[src/rtl/pulse_rx_pkg.sv]
// Shared definitions for the pulse width receiver.
// Holds the receiver FSM state type and the level the synchronizer flops
// take in reset. The strobe line idles high, so resetting the chain to 1
// keeps a reset from looking like the start of a pulse.
package pulse_rx_pkg;

    typedef enum logic {
        IDLE = 1'b0,
        LOW  = 1'b1
    } rxStateT;

    localparam logic SYNC_RESET_LEVEL = 1'b1;

endpackage

[src/rtl/pulse_sync.sv]
// Multi-flop synchronizer for one asynchronous single-bit input.
// Ports:
//   clk  - sampling clock
//   rstn - asynchronous active-low reset; every flop resets to the idle level
//   din  - asynchronous input
//   dout - synchronized output, STAGES clock edges behind din
module pulse_sync
    import pulse_rx_pkg::*;
#(
    parameter int STAGES = 2
) (
    input  logic clk,
    input  logic rstn,
    input  logic din,
    output logic dout
);

    logic [STAGES-1:0] chain;

    // Plain shift chain; the first flop may go metastable, later ones settle it.
    always_ff @(posedge clk or negedge rstn) begin
        if (!rstn) begin
            chain <= {STAGES{SYNC_RESET_LEVEL}};
        end else begin
            chain <= {chain[STAGES-2:0], din};
        end
    end

    assign dout = chain[STAGES-1];

endmodule

[src/rtl/pulse_width_receiver.sv]
// Receiver for active-low strobe pulses from the delay-line pulse generator.
// Each pulse is synchronized, its low time measured in clk cycles, checked
// against a [minWidth, maxWidth] window and offered through a one-entry
// valid/ready result register.
// Ports:
//   clk, rstn      - clock and asynchronous active-low reset
//   enable         - arms detection; dropping it mid-pulse aborts the measurement
//   pulseN         - asynchronous active-low strobe, idles high
//   minWidth       - shortest legal width (inclusive), sampled at completion
//   maxWidth       - longest legal width (inclusive), sampled at completion
//   ready          - downstream accepts the current result
//   clearOverflow  - clears the sticky overflow flag
//   valid          - result register holds a result
//   width          - measured low time in cycles (saturating)
//   tooShort       - width < minWidth
//   tooLong        - width > maxWidth, or the counter saturated
//   eventCount     - completed pulses, including dropped ones (wraps)
//   overflow       - sticky, a completed result was dropped
module pulse_width_receiver
    import pulse_rx_pkg::*;
#(
    parameter int SYNC_STAGES = 2,
    parameter int WIDTH_BITS  = 4,
    parameter int CNT_BITS    = 8
) (
    input  logic                  clk,
    input  logic                  rstn,
    input  logic                  enable,
    input  logic                  pulseN,
    input  logic [WIDTH_BITS-1:0] minWidth,
    input  logic [WIDTH_BITS-1:0] maxWidth,
    input  logic                  ready,
    input  logic                  clearOverflow,
    output logic                  valid,
    output logic [WIDTH_BITS-1:0] width,
    output logic                  tooShort,
    output logic                  tooLong,
    output logic [CNT_BITS-1:0]   eventCount,
    output logic                  overflow
);

    localparam logic [WIDTH_BITS-1:0] WIDTH_MAX = '1;

    rxStateT               state;
    rxStateT               nextState;
    logic                  s;
    logic                  sPrev;
    logic [SYNC_STAGES:0]  warm;
    logic                  primed;
    logic                  falling;
    logic                  rising;
    logic                  complete;
    logic                  loadResult;
    logic                  dropResult;
    logic [WIDTH_BITS-1:0] widthCnt;
    logic                  satFlag;

    pulse_sync #(
        .STAGES(SYNC_STAGES)
    ) u_sync (
        .clk (clk),
        .rstn(rstn),
        .din (pulseN),
        .dout(s)
    );

    // sPrev holds the previous synchronized level for edge detection.
    // warm fills with ones after reset; until it is full, s and sPrev still
    // carry reset values rather than real samples. Gating edges on it means a
    // strobe that was already low when reset released is not mistaken for a
    // fresh falling edge.
    always_ff @(posedge clk or negedge rstn) begin
        if (!rstn) begin
            sPrev <= SYNC_RESET_LEVEL;
            warm  <= '0;
        end else begin
            sPrev <= s;
            warm  <= {warm[SYNC_STAGES-1:0], 1'b1};
        end
    end

    assign primed  = warm[SYNC_STAGES];
    assign falling = primed && !s && sPrev;
    assign rising  = primed && s && !sPrev;

    always_ff @(posedge clk or negedge rstn) begin
        if (!rstn) begin
            state <= IDLE;
        end else begin
            state <= nextState;
        end
    end

    // Losing enable in LOW takes priority over completion, so an abort
    // never produces a result or a count.
    always_comb begin
        nextState = state;
        complete  = 1'b0;
        case (state)
            IDLE: begin
                if (falling && enable) begin
                    nextState = LOW;
                end
            end
            LOW: begin
                if (!enable) begin
                    nextState = IDLE;
                end else if (rising) begin
                    nextState = IDLE;
                    complete  = 1'b1;
                end
            end
            default: nextState = IDLE;
        endcase
    end

    assign loadResult = complete && (!valid || ready);
    assign dropResult = complete && valid && !ready;

    // The falling-edge cycle counts as the first low cycle. satFlag marks a
    // pulse that stayed low after the counter had already reached its top.
    always_ff @(posedge clk or negedge rstn) begin
        if (!rstn) begin
            widthCnt <= '0;
            satFlag  <= 1'b0;
        end else if (state == IDLE && nextState == LOW) begin
            widthCnt <= WIDTH_BITS'(1);
            satFlag  <= 1'b0;
        end else if (state == LOW && enable && !s) begin
            if (widthCnt == WIDTH_MAX) begin
                satFlag <= 1'b1;
            end else begin
                widthCnt <= widthCnt + WIDTH_BITS'(1);
            end
        end
    end

    // One-entry result register; a pop and a push in the same cycle keep
    // valid high with the new contents.
    always_ff @(posedge clk or negedge rstn) begin
        if (!rstn) begin
            valid    <= 1'b0;
            width    <= '0;
            tooShort <= 1'b0;
            tooLong  <= 1'b0;
        end else if (loadResult) begin
            valid    <= 1'b1;
            width    <= widthCnt;
            tooShort <= (widthCnt < minWidth);
            tooLong  <= (widthCnt > maxWidth) || satFlag;
        end else if (valid && ready) begin
            valid    <= 1'b0;
        end
    end

    // A drop in the same cycle as a clear leaves overflow set.
    always_ff @(posedge clk or negedge rstn) begin
        if (!rstn) begin
            eventCount <= '0;
            overflow   <= 1'b0;
        end else begin
            if (complete) begin
                eventCount <= eventCount + CNT_BITS'(1);
            end
            if (dropResult) begin
                overflow <= 1'b1;
            end else if (clearOverflow) begin
                overflow <= 1'b0;
            end
        end
    end

endmodule

[config.mk]
export PLATFORM = sky130hd
export DESIGN_NAME = pulse_width_receiver
export DESIGN_NICKNAME = d
export VERILOG_FILES = /design/src/rtl/pulse_rx_pkg.sv /design/src/rtl/pulse_sync.sv /design/src/rtl/pulse_width_receiver.sv
export SDC_FILE = /design/constraint.sdc
export NUM_CORES = 1
export LEC_CHECK = 0
export ABC_AREA = 1
export BUFFER_PORTS_ARGS = -buffer_cell sky130_fd_sc_hd__buf_2
export CAP_MARGIN = 20
export CORE_MARGIN = 4
export CORE_UTILIZATION = 57
export CTS_BUF_LIST = sky130_fd_sc_hd__clkbuf_16
export DETAILED_ROUTE_END_ITERATION = 6
export PLACE_DENSITY = 0.83
export SLEW_MARGIN = 20
export SYNTH_ARGS = -nofsm -noshare
export SYNTH_HDL_FRONTEND = slang
export SYNTH_SLANG_ARGS = --single-unit
[constraint.sdc]
create_clock -name clk -period 3.3 [get_ports clk]
set_clock_uncertainty 0.05 [all_clocks]
set_input_delay 0.66 -clock clk [delete_from_list [all_inputs] [get_ports clk]]
set_output_delay 0.66 -clock clk [all_outputs]
set_load 0.02 [all_outputs]
==> impl_metrics.tcl <==
set metrics [dict create \
    layout_setup_ws_ns 1.70 \
    cts.htree.levels 1 \
    synth.cell_area_um2 1420 \
    cts_buf_count 3 \
    initial_utilization 0.620 \
    rsz0062_at_grt "no" \
    synthesis.nets 195 \
    clock_sink_count 28 \
    power.static_leakage_nw 0.996 \
    drive_gt1_frac 0.211 \
    holdCritPathClass "reg -> reg" \
    clk-insertion-delay-late_ns 0.26 \
    diodes 0 \
    fp.dieH_um 58.0 \
    synth_top_area_cell "sky130_fd_sc_hd__dfrtp_1" \
    finalMaxSlewViolations 0 \
    antenna_left 0 \
    global_route.usage.total 0.181 \
    die-width_um 58.0 \
    detailed_place_hpwl_mm 2.18 \
    timing.setup.critical_path_class "reg -> out" \
    final_setup_violations 0 \
    antenna_found_initial 0 \
    outcome "finished clean" \
    critical_path.top_delay_family "flip-flops" \
    cts_tree "yes" \
    vias_in_the_first_global_route 1159 \
    post_synth_num_cell_types 20 \
    drt-pass1-iter-count 5 \
    hold_path_startpoint "warm[1]$_DFF_PN0_" \
    irDropWorstVdd_mv 0.375 \
    cts_root_buffer "sky130_fd_sc_hd__clkbuf_16" \
    drt-total-wl_mm 2.79 \
    max_cap_viol_count 0 \
    timing.rr.start "u_sync.chain[1]$_DFF_PN1_" \
    cpPeakStageDelay_ns 0.43 \
    post-cts-setup-buffer-count 0 \
    wl_per_cell_um 12.0 \
    die_area_um2 3360 \
    power_per_cell_area_nw_per_um2 497 \
    core_region_area_um2 2300 \
    worstPathMaxFanout 5 \
    final_total_pwr_w 0.000830 \
    start_kind "flop" \
    synth_cells 172 \
    clk_path_buf_depth 2 \
    hold-worst-slack_ns 0.301 \
    via_count 1167 \
    yosysTopAreaCellShare 0.439 \
    timing.critical_path.buf_inv 1 \
    drtIter0Drc 32 \
    ctsResizeCount 0 \
    required_arrival_time_at_the_worst_endpoint_ns 2.59 \
    critical_path.endpoint_type "primary output" \
    max_slew.worst_pin.slew_ns 0.581 \
    timing.max_slew.rel_slack 0.613 \
    layout_min_cycle_time_ns 1.60 \
    startpoint "eventCount[6]$_DFFE_PN0P_" \
    floorplan.rows 17 \
    io_buffer_count 29 \
    netlist_top_cells_area "sky130_fd_sc_hd__dfrtp_1, sky130_fd_sc_hd__nand2_1, sky130_fd_sc_hd__inv_1, sky130_fd_sc_hd__ha_1, sky130_fd_sc_hd__dfstp_2" \
    timing.final.crit_share 0.484 \
    place.gp.congestion 0.825 \
    worst_path_clk_slew_ns 0.06 \
    achievable-frequency_mhz 626 \
    synthesis.area_per_instance_um2 8.28 \
    largest_net_degree_at_the_start_of_global_routing 29 \
    detail_route.drc_violations 0 \
    globalRoute.totalOverflow 0 \
    setup-tns-final_ns 0 \
    areaGrowthSynthToFinish_pct 17.4 \
    cp_data_arrival_time_ns 0.89 \
    nNetsFinal 228 \
    timing.final.hold_violations 0 \
    postSynthRegisterBits 28 \
    crit_chain "buf_2" \
    avgViaCountPerCell 5.03 \
    slowest_stage "sky130_fd_sc_hd__dfrtp_1" \
    grt_first_pass_wirelength_mm 4.74 \
    yosysSeqAreaShare 0.495 \
    yosys_warnings 0 \
    hold_buffers 0 \
    ioPinCount 30 \
    placement.setup.worst_slack_ns 1.57 \
]
## power by group
group | switching [W] | internal, W | leakage [nW]
clock network | 0.000107 | 0.000162 | 0.0385
logic | 0.0000958 | 0.0000591 | 0.600
registers | 0.0000306 | 0.000376 | 0.358
total | 0.000233 | 0.000597 | 0.996
## final timing paths
path / end / cells after the start / slack [ns]
min in group asynchronous: tooShort$_DFFE_PN0P_ / 1 / 0.35
max: eventCount[6] / 1 / 1.70
max reg2reg: eventCount[4]$_DFFE_PN0P_ / 5 / 1.82
max in group asynchronous: widthCnt[0]$_DFFE_PN0P_ / 1 / 2.47
min reg2reg: warm[2]$_DFF_PN0_ / 0 / 0.30
min: warm[2]$_DFF_PN0_ / 0 / 0.30
## area by class of cell
| cell class | instances | area (um2) |
|---|---|---|
| sequential | 28 | 704 |
| inverter | 34 | 128 |
| clock inverter | 1 | 3.75 |
| tap | 28 | 35.0 |
| clock buffer | 3 | 75.1 |
| multi-input combinational | 109 | 581 |
| timing repair buffer | 29 | 145 |
| fill | 162 | 626 |
## stage by stage
step	util	std cells	instance area [um2]
after floorplan	-	172	1420
after global placement	0.693	228	1590
after CTS	0.728	232	1670
after detailed placement	0.693	228	1590
final	0.728	232	1670
after global routing	0.728	232	1670
## Yosys cell counts
cell	n
sky130_fd_sc_hd__nand2_1	54
sky130_fd_sc_hd__inv_1	34
sky130_fd_sc_hd__dfrtp_1	25
sky130_fd_sc_hd__ha_1	9
sky130_fd_sc_hd__nand3_1	9
sky130_fd_sc_hd__nor2_1	7
sky130_fd_sc_hd__o21ai_0	7
sky130_fd_sc_hd__a21oi_1	5
sky130_fd_sc_hd__dfstp_2	3
sky130_fd_sc_hd__nand2_2	3
sky130_fd_sc_hd__nand4_1	3
sky130_fd_sc_hd__nand3b_1	2
sky130_fd_sc_hd__nor2_2	2
sky130_fd_sc_hd__nor2_4	2
sky130_fd_sc_hd__xor2_1	2
sky130_fd_sc_hd__buf_6	1
sky130_fd_sc_hd__conb_1	1
sky130_fd_sc_hd__nand3_2	1
sky130_fd_sc_hd__o22ai_1	1
sky130_fd_sc_hd__xnor2_1	1
## worst register-to-register path, stage by stage (launching register included)
cell	delay, ns
sky130_fd_sc_hd__dfstp_2	0.58
sky130_fd_sc_hd__nand3_1	0.10
sky130_fd_sc_hd__nor2_2	0.21
sky130_fd_sc_hd__nand2_1	0.13
sky130_fd_sc_hd__o21ai_0	0.20
sky130_fd_sc_hd__nand2_1	0.09
## sequential cells by signal (all words and copies together) (netlist names)
signal / count
eventCount: 8
overflow: 1
sPrev: 1
satFlag: 1
state: 1
tooLong: 1
tooShort: 1
u_sync.chain: 2
valid: 1
warm: 3
width: 4
widthCnt: 4
## cells in the final DEF, fill, tap and decap left out, drive strengths merged
| cell | netlist | final |
|---|---|---|
| nand3b | 2 | 2 |
| nand2 | 57 | 57 |
| clkinv | 0 | 1 |
| xnor2 | 1 | 1 |
| xor2 | 2 | 2 |
| nor2 | 11 | 11 |
| dfstp | 3 | 3 |
| o21ai | 7 | 7 |
| dfrtp | 25 | 25 |
| o22ai | 1 | 1 |
| clkbuf | 0 | 3 |
| nand4 | 3 | 3 |
| buf | 1 | 29 |
| ha | 9 | 9 |
| inv | 34 | 34 |
| a21oi | 5 | 5 |
| conb | 1 | 1 |
| nand3 | 10 | 10 |
## cell families (layout without fill, tap and decap cells)
logic type	Yosys count	count (layout)	share of synthesized area
and+or+nand+nor	83	83	0.261
buffers and inverters	35	67	0.0975
DFF	28	28	0.495
AOI/OAI and AO/OA	13	13	0.0466
adders and majority gates	9	9	0.0791
xor gates and xnor gates	3	3	0.0185
other	1	1	0.00263
## per-layer routing
| metal | share of wire | GRT usage | up-vias |
|---|---|---|---|
| met5 | 0 | 0 | - |
| met4 | 0.0090 | 0.0894 | 0 |
| met3 | 0.050 | 0.0379 | 4 |
| met2 | 0.49 | 0.300 | 32 |
| met1 | 0.45 | 0.224 | 542 |
| li1 | - | - | 589 |
No activity file was read; power rests on OpenSTA's default activity.
